[src/rtl/instr_decode_stage.sv]
// instr_decode_stage: buffered MIPS instruction decode stage.
// {instr, pc} beats enter a small FIFO over valid/ready. The head entry is
// split into R/I/J fields, extended immediates, PC+4, jump target and class.
// Every decoded output reads zero while the FIFO is empty, so the stage presents a NOP.
module instr_decode_stage #(
   parameter int PC_WIDTH = 32,
   parameter int XLEN     = 32,
   parameter int DEPTH    = 2
) (
   input  logic                       clk,
   input  logic                       reset,
   input  logic                       flush,
   input  logic                       in_valid,
   output logic                       in_ready,
   input  logic [31:0]                in_instr,
   input  logic [PC_WIDTH-1:0]        in_pc,
   output logic                       out_valid,
   input  logic                       out_ready,
   output logic [5:0]                 opcode,
   output logic [4:0]                 rs,
   output logic [4:0]                 rt,
   output logic [4:0]                 rd,
   output logic [4:0]                 shamt,
   output logic [5:0]                 funct,
   output logic [15:0]                imm,
   output logic [XLEN-1:0]            imm_sext,
   output logic [XLEN-1:0]            imm_zext,
   output logic [25:0]                address_j,
   output logic [PC_WIDTH-1:0]        pc_plus4,
   output logic [PC_WIDTH-1:0]        jump_target,
   output logic [1:0]                 instr_type,
   output logic [$clog2(DEPTH):0]     count
);

   localparam int AW = $clog2(DEPTH);
   localparam int CW = AW + 1;

   typedef enum logic [1:0] {
      CLS_R   = 2'b00,
      CLS_I   = 2'b01,
      CLS_J   = 2'b10,
      CLS_UNU = 2'b11
   } instr_cls_e;

   logic [31:0]         r_instr_mem [DEPTH];
   logic [PC_WIDTH-1:0] r_pc_mem    [DEPTH];
   logic [AW-1:0]       r_rd_ptr;
   logic [AW-1:0]       r_wr_ptr;
   logic [CW-1:0]       r_count;

   logic                w_push;
   logic                w_pop;
   logic [31:0]         w_head_instr;
   logic [PC_WIDTH-1:0] w_head_pc;
   logic [PC_WIDTH-1:0] w_pc_plus4;
   logic [15:0]         w_imm;
   logic [25:0]         w_addr_j;
   instr_cls_e          w_cls;

   // Handshake status derives only from registered occupancy, so there is no
   // combinational path from out_ready to in_ready.
   assign in_ready  = (r_count < CW'(DEPTH));
   assign out_valid = (r_count != '0);
   assign count     = r_count;

   assign w_push = in_valid && in_ready;
   assign w_pop  = out_valid && out_ready;

   // Entry storage: written on accepted pushes; a push during reset or flush is dropped.
   always_ff @(posedge clk) begin
      if (w_push && !reset && !flush) begin
         r_instr_mem[r_wr_ptr] <= in_instr;
         r_pc_mem[r_wr_ptr]    <= in_pc;
      end
   end

   // Pointer and occupancy control; reset outranks flush, flush outranks handshakes.
   always_ff @(posedge clk) begin
      if (reset) begin
         r_rd_ptr <= '0;
         r_wr_ptr <= '0;
         r_count  <= '0;
      end else if (flush) begin
         r_rd_ptr <= '0;
         r_wr_ptr <= '0;
         r_count  <= '0;
      end else begin
         if (w_push) begin
            r_wr_ptr <= r_wr_ptr + 1'b1;
         end
         if (w_pop) begin
            r_rd_ptr <= r_rd_ptr + 1'b1;
         end
         unique case ({w_push, w_pop})
            2'b10:   r_count <= r_count + 1'b1;
            2'b01:   r_count <= r_count - 1'b1;
            default: r_count <= r_count;
         endcase
      end
   end

   // Head entry, forced to zero while empty so all decoded fields read as a NOP.
   always_comb begin
      w_head_instr = '0;
      w_head_pc    = '0;
      w_pc_plus4   = '0;
      if (out_valid) begin
         w_head_instr = r_instr_mem[r_rd_ptr];
         w_head_pc    = r_pc_mem[r_rd_ptr];
         w_pc_plus4   = w_head_pc + PC_WIDTH'(4);
      end
   end

   assign w_imm    = w_head_instr[15:0];
   assign w_addr_j = w_head_instr[25:0];

   assign opcode    = w_head_instr[31:26];
   assign rs        = w_head_instr[25:21];
   assign rt        = w_head_instr[20:16];
   assign rd        = w_head_instr[15:11];
   assign shamt     = w_head_instr[10:6];
   assign funct     = w_head_instr[5:0];
   assign imm       = w_imm;
   assign address_j = w_addr_j;
   assign imm_sext  = XLEN'($signed(w_imm));
   assign imm_zext  = XLEN'(w_imm);
   assign pc_plus4  = w_pc_plus4;

   // Jump target formed at 32 bits, then truncated so narrow PC builds
   // (PC_WIDTH = 28) keep only the shifted jump address.
   assign jump_target = PC_WIDTH'((32'(w_pc_plus4) & 32'hF000_0000) |
                                  {4'b0000, w_addr_j, 2'b00});

   // Instruction class from the opcode; an empty stage reports R (all zeros).
   always_comb begin
      w_cls = CLS_R;
      if (out_valid) begin
         unique case (w_head_instr[31:26])
            6'h00:        w_cls = CLS_R;
            6'h02, 6'h03: w_cls = CLS_J;
            default:      w_cls = CLS_I;
         endcase
      end
   end

   assign instr_type = w_cls;

endmodule

[config.mk]
export PLATFORM = sky130hd
export DESIGN_NAME = instr_decode_stage
export DESIGN_NICKNAME = d
export VERILOG_FILES = /design/src/rtl/instr_decode_stage.sv
export SDC_FILE = /design/constraint.sdc
export NUM_CORES = 1
export LEC_CHECK = 0
export ABC_AREA = 1
export CORE_MARGIN = 2
export CORE_UTILIZATION = 45
export CTS_CLUSTER_SIZE = 20
export DETAILED_ROUTE_END_ITERATION = 7
export GPL_TIMING_DRIVEN = 0
export MAX_ROUTING_LAYER = met4
export PLACE_DENSITY = 0.82
export SYNTH_ARGS = -nofsm -noshare
export SYNTH_HDL_FRONTEND = slang
export SYNTH_SLANG_ARGS = --single-unit
[constraint.sdc]
create_clock -name clk -period 16.4 [get_ports clk]
set_input_delay 3.28 -clock clk [delete_from_list [all_inputs] [get_ports clk]]
set_output_delay 3.28 -clock clk [all_outputs]
set_load 0.005 [all_outputs]
* Word level (Yosys, flattened, before mapping)
Memories as Yosys holds them, arrays and structs flattened. A register that Yosys moved wholly into a read port is not among the register bits. Index checks and enable logic that the tools add are counted.
Word-level totals: bits in registers 4, RAM bits 128, input bits 69, output and inout bits 208, word-level logic and storage cells 38, memories kept 2
Operators by class: add/sub/neg operators 5, magnitude comparators 1, eq/ne operators 4, multiplexer cells 11, bitwise operators 1, reduce and logical (&&, ||, !) cells 11
Memories:
- r_instr_mem | words 2, width 32, read ports 1, clocked after Yosys merged registers in 1, wr ports 1, line 45 | logic [31:0] r_instr_mem [DEPTH];
- r_pc_mem | words 2, width 32, read ports 1, clocked after Yosys merged registers in 1, wr ports 1, line 46 | logic [PC_WIDTH-1:0] r_pc_mem [DEPTH];
Operators by type and width (count):
- 2-to-1 mux 32 bit | 2
- adder 32 x 3 -> 32 bit (second input constant) | 1
- bitwise OR 32 x 28 -> 32 bit | 1
- equality test 6 x 2 -> 1 bit (second input constant) | 2
- case mux 2 bit (2 select lines) | 2
- logical NOT 6 bit | 1
- 2-to-1 mux 1 bit | 6
- logical AND 1 bit | 4
- nonzero test 2 bit | 2
- OR reduction 2 bit | 2
- adder 1 bit (second input constant) | 2
- adder 2 x 1 -> 2 bit (second input constant) | 1
- equality test 2 x 1 -> 1 bit (second input constant) | 1
- equality test 2 bit (second input constant) | 1
- logical NOT 1 bit | 2
- less-than comparator 2 bit (second input constant) | 1
- 2-to-1 mux 2 bit | 1
- subtractor 2 x 1 -> 2 bit (second input constant) | 1

* Depth between registers and ports, before layout
word-level depth 6, mapped depth 13

* Worst setup path after synthesis
No wires, ideal clock.
path type input to register, start input port reset, end memory r_instr_mem[1][0] (enable), library setup time 0.565 ns, arrival time 8.073 ns, setup slack 7.762 ns, stages 3, cells stage by stage or2_2 -> clkbuf_1 -> nor3_1
On the way: longest elaborated chain between the ends 5
Ends and longest elaborated chain:
- start, declared | line 11 | input logic reset,
- logical NOT 1 bit | line 71 | if (w_push && !reset && !flush) begin
- logical AND 1 bit (2 in a row) | line 71
- 2-to-1 mux 1 bit | line 71
- 2-to-1 mux 1 bit (not written as such) | line 72 | r_instr_mem[r_wr_ptr] <= in_instr;
- end, declared | line 45
No other way between the ends.

==> Flow_metrics.wiki <==
{| class="wikitable"
! Metric !! Value
|-
| Worst Clk Skew || 0.0132 ns
|-
| Net switching fraction of the power || 23.5%
|-
| Net switching power || 0.206 mW
|-
| Fraction of the mapped netlist area in simple logic gates || 20.5%
|-
| Final core area utilization || 69.7%
|-
| Antenna-violating nets left || 0
|-
| First-pass GRT wire length || 27,800 um
|-
| Top_reg_cell synth || edfxtp_1
|-
| Number of synthesized flops with an enable pin || 128
|-
| Avg Cell Area, Syn || 9.78 um2
|-
| Path type of the worst min-delay path || flip-flop to flip-flop
|-
| Tightest Pin Transition || 0.877 ns
|-
| Diodes inserted || 0
|-
| Router iterations before antenna repair || 5
|-
| Arithmetic-cell share of the synthesized area counting full adders, half adders and majority gates || 0.357%
|-
| I/O pin total || 277
|-
| Sort of element at the end of the critical path || output pin
|-
| Post-CTS setup-driven buffer insertion count || 0
|-
| Gp weighted congestion || 0.911
|-
| Maximum clock rate || 149 MHz
|-
| Worst skew pair latency || 0.42 ns
|-
| Final Hold Violating Endpoints || 0
|-
| Critical path arrival || 3.44 ns
|-
| Die Span Y || 129 um
|-
| Critical Path Start Type || flip-flop
|-
| Clock Path Buffers || 2
|-
| Part of the total power dissipated in the clock network || 41.3%
|-
| Most repeated cell in the gate-level netlist after synthesis || nand2_1
|-
| Area share of the leading cell type in the synthesized netlist || 54.8%
|-
| Min Hold Slack || 0.478 ns
|-
| Top post-synthesis cells by count || 205 x nand2_1, 139 x buf_4, 128 x edfxtp_1, 64 x nor2_1, 53 x a21oi_1
|-
| Combinational cell fraction of total power || 15.3%
|-
| Cts repair resizes || 0
|-
| Post-synthesis to final-layout area growth || 51.1%
|-
| Hold Path Origin || r_wr_ptr$_SDFFE_PP0P_
|-
| Distinct cell type count after synthesis || 30
|-
| Share of post-route cells with drive strength above 1 || 22.8%
|-
| Setup repair after global routing missed its margin || no
|-
| Internal || 0.672 mW
|-
| Number of synthesized register bits || 133
|-
| Register clock-pin slew on the reported worst setup and hold paths || 0.06 ns
|-
| Highest fanout seen on the critical path || 22
|-
| Slew headroom || 41.5%
|-
| Fin crit share || 41.0%
|-
| Outcome || finished clean
|-
| Wirelength, routed || 18,500 um
|-
| Kind of critical path || flip-flop to output pin
|-
| Number of warnings printed during yosys synthesis || 0
|-
| Number of clock buffers inserted by TritonCTS || 17
|-
| Source of the worst register-to-register timing path || count[1]$_SDFFE_PP0P_
|-
| Total Die Area || 16,600 um2
|-
| Deepest level of the CTS H-tree || 4
|-
| Portion of the post-synthesis area used by sequential elements || 56.2%
|-
| Share of synthesized area spent on multiplexers || 0%
|-
| Core area || 15,200 um2
|-
| TritonCTS clock tree || yes
|-
| Die outline width || 129 um
|-
| Sequential power share || 43.5%
|-
| Antenna violations before repair || 0
|-
| DR WL/cell || 15.2 um
|-
| Total vias in the final route || 5,758
|-
| Final TNS setup || 0 ns
|-
| Power density over the cells || 82.8 nW/um2
|-
| Max Cap Viol || 0
|-
| Effective utilization at floorplan || 46.1%
|-
| Root Buffer Master || clkbuf_16
|-
| Min cycle time layout || 6.72 ns
|-
| PnR worst setup slack || 9.68 ns
|-
| I/O Buffers || 258
|-
| Hold-fix buffers, CTS || 0
|-
| Total global routing track utilization || 22.9%
|-
| Post-synthesis xor/xnor area fraction || 0.250%
|-
| Post-placement setup slack || 10.07 ns
|-
| # rows || 45
|-
| Combinational family with the most area after synthesis || simple AND/OR/NAND/NOR gates
|-
| Iteration-0 DRC count of the detailed router || 404
|-
| Worst vdd ir || 0.0738 mV
|-
| Mapped cell area || 7010 um2
|-
| Leakage Power || 4.23 nW
|-
| Most area-consuming cells after synthesis || edfxtp_1 55%, buf_4 15%, nand2_1 11%
|-
| Synth async-reset ratio || 0%
|-
| Nets || 1,090
|-
| Crit path required time || 13.12 ns
|-
| Post-detailed-route DRC marker count || 0
|-
| Vias in the first global route || 5,411
|-
| Complex-gate fraction of the synthesized area || 4.69%
|-
| Detail Placement HPWL || 14,300 um
|-
| Pin count of the biggest net entering global routing || 29
|-
| Count of mapped cells out of synthesis || 717
|-
| Fin. max-slew vios || 0
|-
| Number of clock sinks seen by CTS || 133
|-
| DR vias/cell || 4.72
|-
| Most area-hungry cell type in the Yosys netlist || edfxtp_1
|-
| Residual overflow from global routing || 0
|-
| Final setup fails || 0
|}
## cells by family (layout without fill, tap and decap cells)
logic type                 count (synthesis)  after routing
buffers and inverters                    179            477
DFF                                      133            133
adders and majority gates                  2              2
other                                      1             18
xor gates and xnor gates                   2              2
AOI/OAI and AO/OA                         64             64
and+or+nand+nor                          336            336
## per-layer routing
metal | vias to the layer above | routed length [um] | GRT usage, %
met5 | - | 0 | -
met4 | 0 | 555 | 9.91
met3 | 34 | 1190 | 4.03
met2 | 251 | 9700 | 39.9
met1 | 2669 | 7100 | 25.8
li1 | 2804 | - | -
## metrics by stage
step / cell area (um2) / std cells / total power [mW]
2_1_floorplan: 7080 / 734 / 0.446
3_3_place_gp: 9890 / 1180 / 0.518
3_5_place_dp: 10000 / 1188 / 0.522
4_1_cts: 10600 / 1220 / 0.883
5_1_grt: 10600 / 1220 / 0.910
6_report: 10600 / 1220 / 0.878
## flip-flops by register name (all words and copies together), names as in the netlist, named ones only
name,cells
count,2
r_instr_mem,64
r_pc_mem,64
r_rd_ptr,1
r_wr_ptr,1
## cell type report
cell class / count / area (um2)
fill: 1143 / 4600
sequential: 133 / 3940
timing repair buffer: 266 / 2700
multi-input combinational: 422 / 1890
buffer: 158 / 1180
clock buffer: 17 / 425
tap: 188 / 235
clock inverter: 15 / 144
inverter: 21 / 78.8
## critical path, cell delays in order (launching register included)
cell and delay [ns]:
dfxtp_1 0.33, inv_2 0.16, buf_6 0.17, buf_2 0.25, buf_2 0.29, buf_2 0.27, nand2_1 0.09, a21oi_2 0.70
buf_4 0.23, clkdlybuf4s50_1 0.51
## power groups by stage
stage | clock network (mW) | logic, mW | registers (mW)
3_3_place_gp | 0 | 0.129 | 0.389
6_report | 0.362 | 0.134 | 0.382
5_1_grt | 0.384 | 0.144 | 0.382
3_5_place_dp | 0 | 0.134 | 0.389
2_1_floorplan | 0 | 0.0568 | 0.389
4_1_cts | 0.367 | 0.135 | 0.382
## worst paths after layout
| check | endpoint | slack, ns | cells after the start |
|---|---|---|---|
| setup / recovery | imm_sext[16] | 9.68 | 9 |
| setup reg to reg | r_pc_mem[1][16]$_DFFE_PP_ | 14.31 | 6 |
| hold / removal | r_wr_ptr$_SDFFE_PP0P_ | 0.48 | 2 |
| hold reg to reg | r_wr_ptr$_SDFFE_PP0P_ | 0.48 | 2 |
## placed cells by master (no fill, tap or decap), drive strengths merged, types with 2 or more instances in the layout
| cell type | synthesis | final |
|---|---|---|
| a21oi | 53 | 53 |
| and2 | 5 | 5 |
| buf | 154 | 162 |
| clkbuf | 4 | 21 |
| clkdlybuf4s50 | 0 | 258 |
| clkinv | 0 | 3 |
| clkinvlp | 0 | 4 |
| conb | 1 | 18 |
| dfxtp | 5 | 5 |
| edfxtp | 128 | 128 |
| ha | 2 | 2 |
| inv | 21 | 28 |
| nand2 | 228 | 228 |
| nand3 | 13 | 13 |
| nor2 | 78 | 78 |
| nor3 | 7 | 7 |
| o21ai | 7 | 7 |
| or2 | 3 | 3 |
| xor2 | 2 | 2 |
Note: power is estimated with default switching activity, not from simulation.
==> variant (same flow settings) <==
Put one more register stage on the output `count`, with the module's reset. The value now appears one clock later. The other outputs are not delayed to match.
--- a/src/rtl/instr_decode_stage.sv
+++ b/src/rtl/instr_decode_stage.sv
@@ -61,7 +61,13 @@
    // combinational path from out_ready to in_ready.
    assign in_ready  = (r_count < CW'(DEPTH));
    assign out_valid = (r_count != '0);
-   assign count     = r_count;
+   always_ff @(posedge clk) begin
+      if (reset) begin
+         count <= '0;
+      end else begin
+         count <= r_count;
+      end
+   end
 
    assign w_push = in_valid && in_ready;
    assign w_pop  = out_valid && out_ready;
Behaviour: not the same (a bounded check fails within 4 cycles, from zero or initial values and one cycle with reset high).
==> variant against the unedited design <==
- setup slack got worse by 0.0021 ns
- combinational power about the same
- via count decreased by 2.3%
- sequential cell count increased by 2
- die area increased by 0.43%
- design area increased by 0.46%
- register-to-register slack got worse by 0.16 ns
- power about the same
- wire length decreased by 1.5%
- count of clock-buffer cells in the layout increased by 2
- utilization increased by 0.062 points
- synthesized area increased by 0.45%
- largest cell class unchanged
- non-clock buffer count decreased by 1
- critical path type unchanged
==> variant: results (changes against the unedited design) <==
Parameter                              Value

Status
  Status ... finished clean (unchanged)

Synth
  Top cells by area, synth ... edfxtp_1 55%, buf_4 15%, nand2_1 11% (unchanged)
  Fraction of the yosys area taken by sequential cells ... 56.55% (was 56.24%)
  Adder and majority gate portion of the synthesized area ... 0.3552% (was 0.3568%)
  Fraction of the mapped netlist area in compound gates ... 5.027% (was 4.692%)
  Commonest cells in the synthesized netlist ... 202 x nand2_1, 139 x buf_4, 128 x edfxtp_1 (was 205 x nand2_1, 139 x buf_4, 128 x edfxtp_1)
  Parity-gate share of the synthesized area counting xor and xnor cells ... 0.2487% (was 0.2498%)

Min path
  Start point of the worst hold path ... r_rd_ptr$_SDFFE_PP0P_ (was r_wr_ptr$_SDFFE_PP0P_)
  Worst Hold Path EP ... r_rd_ptr$_SDFFE_PP0P_ (was r_wr_ptr$_SDFFE_PP0P_)
  Cell depth of the worst min-delay path ... 1 (was 2)

Layout
  Post-layout instance count excluding filler cells ... 1244 (was 1220)
  Fillers ... 1094 (was 1143)
  Fraction of layout instances using a drive strength above 1 ... 22.19% (was 22.77%)

Worst setup path
  Launching point of the worst reg2reg path ... r_count[1]$_SDFFE_PP0P_ (was count[1]$_SDFFE_PP0P_)
  Endpoint of the worst-slack reg-to-reg timing path ... r_instr_mem[1][5]$_DFFE_PP_ (was r_pc_mem[1][16]$_DFFE_PP_)

Drt
  WL per Instance ... 14.69 um (was 15.20 um)
  DRT iter0 DRCs ... 286 (was 404)

Place
  Global placement routability congestion ... 0.8841 (was 0.9106)
  Total instance count after detailed placement ... 1211 (was 1188)
  Total half-perimeter wirelength after legalization and detailed placement ... 13930 um (was 14320 um)
  Worst slack after detailed placement ... 9.623 ns (was 10.07 ns)
  Standard cell area after detailed placement ... 10080 um2 (was 10030 um2)

Global route
  Initial antenna violation count ... 1 (was 0)
  Aggregate global-route resource usage ... 21.98% (was 22.86%)
  Vias in the first global route ... 5037 (was 5411)
  Wire length of the first global-routing pass ... 26500 um (was 27820 um)

Power and ir drop
  Worst voltage drop across the vdd grid ... 0.00008843 V (was 0.00007379 V)

Timing
  Post-Route Skew ... 0.005740 ns (was 0.01317 ns)
variant: final cells by class:
class                           instances  area [um2]  area share (%)
Inverter                               22       82.58          0.7756
Timing Repair Buffer                  266        2694           25.30
Buffer                                157        1176           11.05
Multi-Input combinational cell        420        1882           17.67
Clock inverter                         13       130.1           1.222
Tap cell                              211       264.0           2.479
Clock buffer                           19       432.9           4.066
Antenna cell                            1       2.502         0.02350
Sequential cell                       135        3984           37.41
variant: kinds of logic (layout without fill, tap and decap cells):
family | Yosys count | in the layout
buf+inv | 179 | 477
other cells | 1 | 19
compound gates | 69 | 69
xor+xnor | 2 | 2
fa+ha+maj | 2 | 2
simple gates | 329 | 329
flops | 135 | 135
variant: worst max path at each step:
stage / start / end / slack (ns) / cells past startpoint
final: register / imm_sext[16] / 9.67 / 9
after detailed placement: register / imm_sext[29] / 9.62 / 9
after global routing: register / imm_sext[29] / 9.42 / 9
after floorplan: reset / r_instr_mem[1][0]$_DFFE_PP_ / 7.97 / 3
after global placement: reset / r_instr_mem[1][5]$_DFFE_PP_ / 4.90 / 4
after CTS: register / imm_sext[16] / 9.15 / 9
variant: layer usage:
layer  vias to the layer above  global-route usage (%)  wire length, um
li1                       2813                       -                -
met2                       211                   38.58             9685
met5                         -                       -                0
met1                      2575                   24.86             7122
met3                        25                   4.253             1086
met4                         0                   8.376              377
variant: critical path, cell delays in order (launching register included):
cell and delay, ns:
dfxtp_1 0.32, inv_2 0.15, buf_6 0.17, buf_2 0.26, buf_2 0.30, buf_2 0.27, nand2_1 0.09, a21oi_2 0.72
buf_4 0.23, clkdlybuf4s50_1 0.50
variant: stage by stage:
| stage | hold WS (ns) | utilization (%) |
|---|---|---|
| 6_report | 0.4746 | 69.78 |
| 5_1_grt | 0.4912 | 69.78 |
| 4_1_cts | 0.4674 | 69.74 |
| 3_5_place_dp | 0.4450 | 66.05 |
| 3_3_place_gp | 0.4376 | 65.24 |
| 2_1_floorplan | 0.4255 | - |
variant: power breakdown:
part	switching, mW	internal [mW]	total, mW
sequential	0.00180	0.385	0.387
clock	0.136	0.222	0.358
combinational	0.0532	0.0807	0.134
total	0.191	0.688	0.878
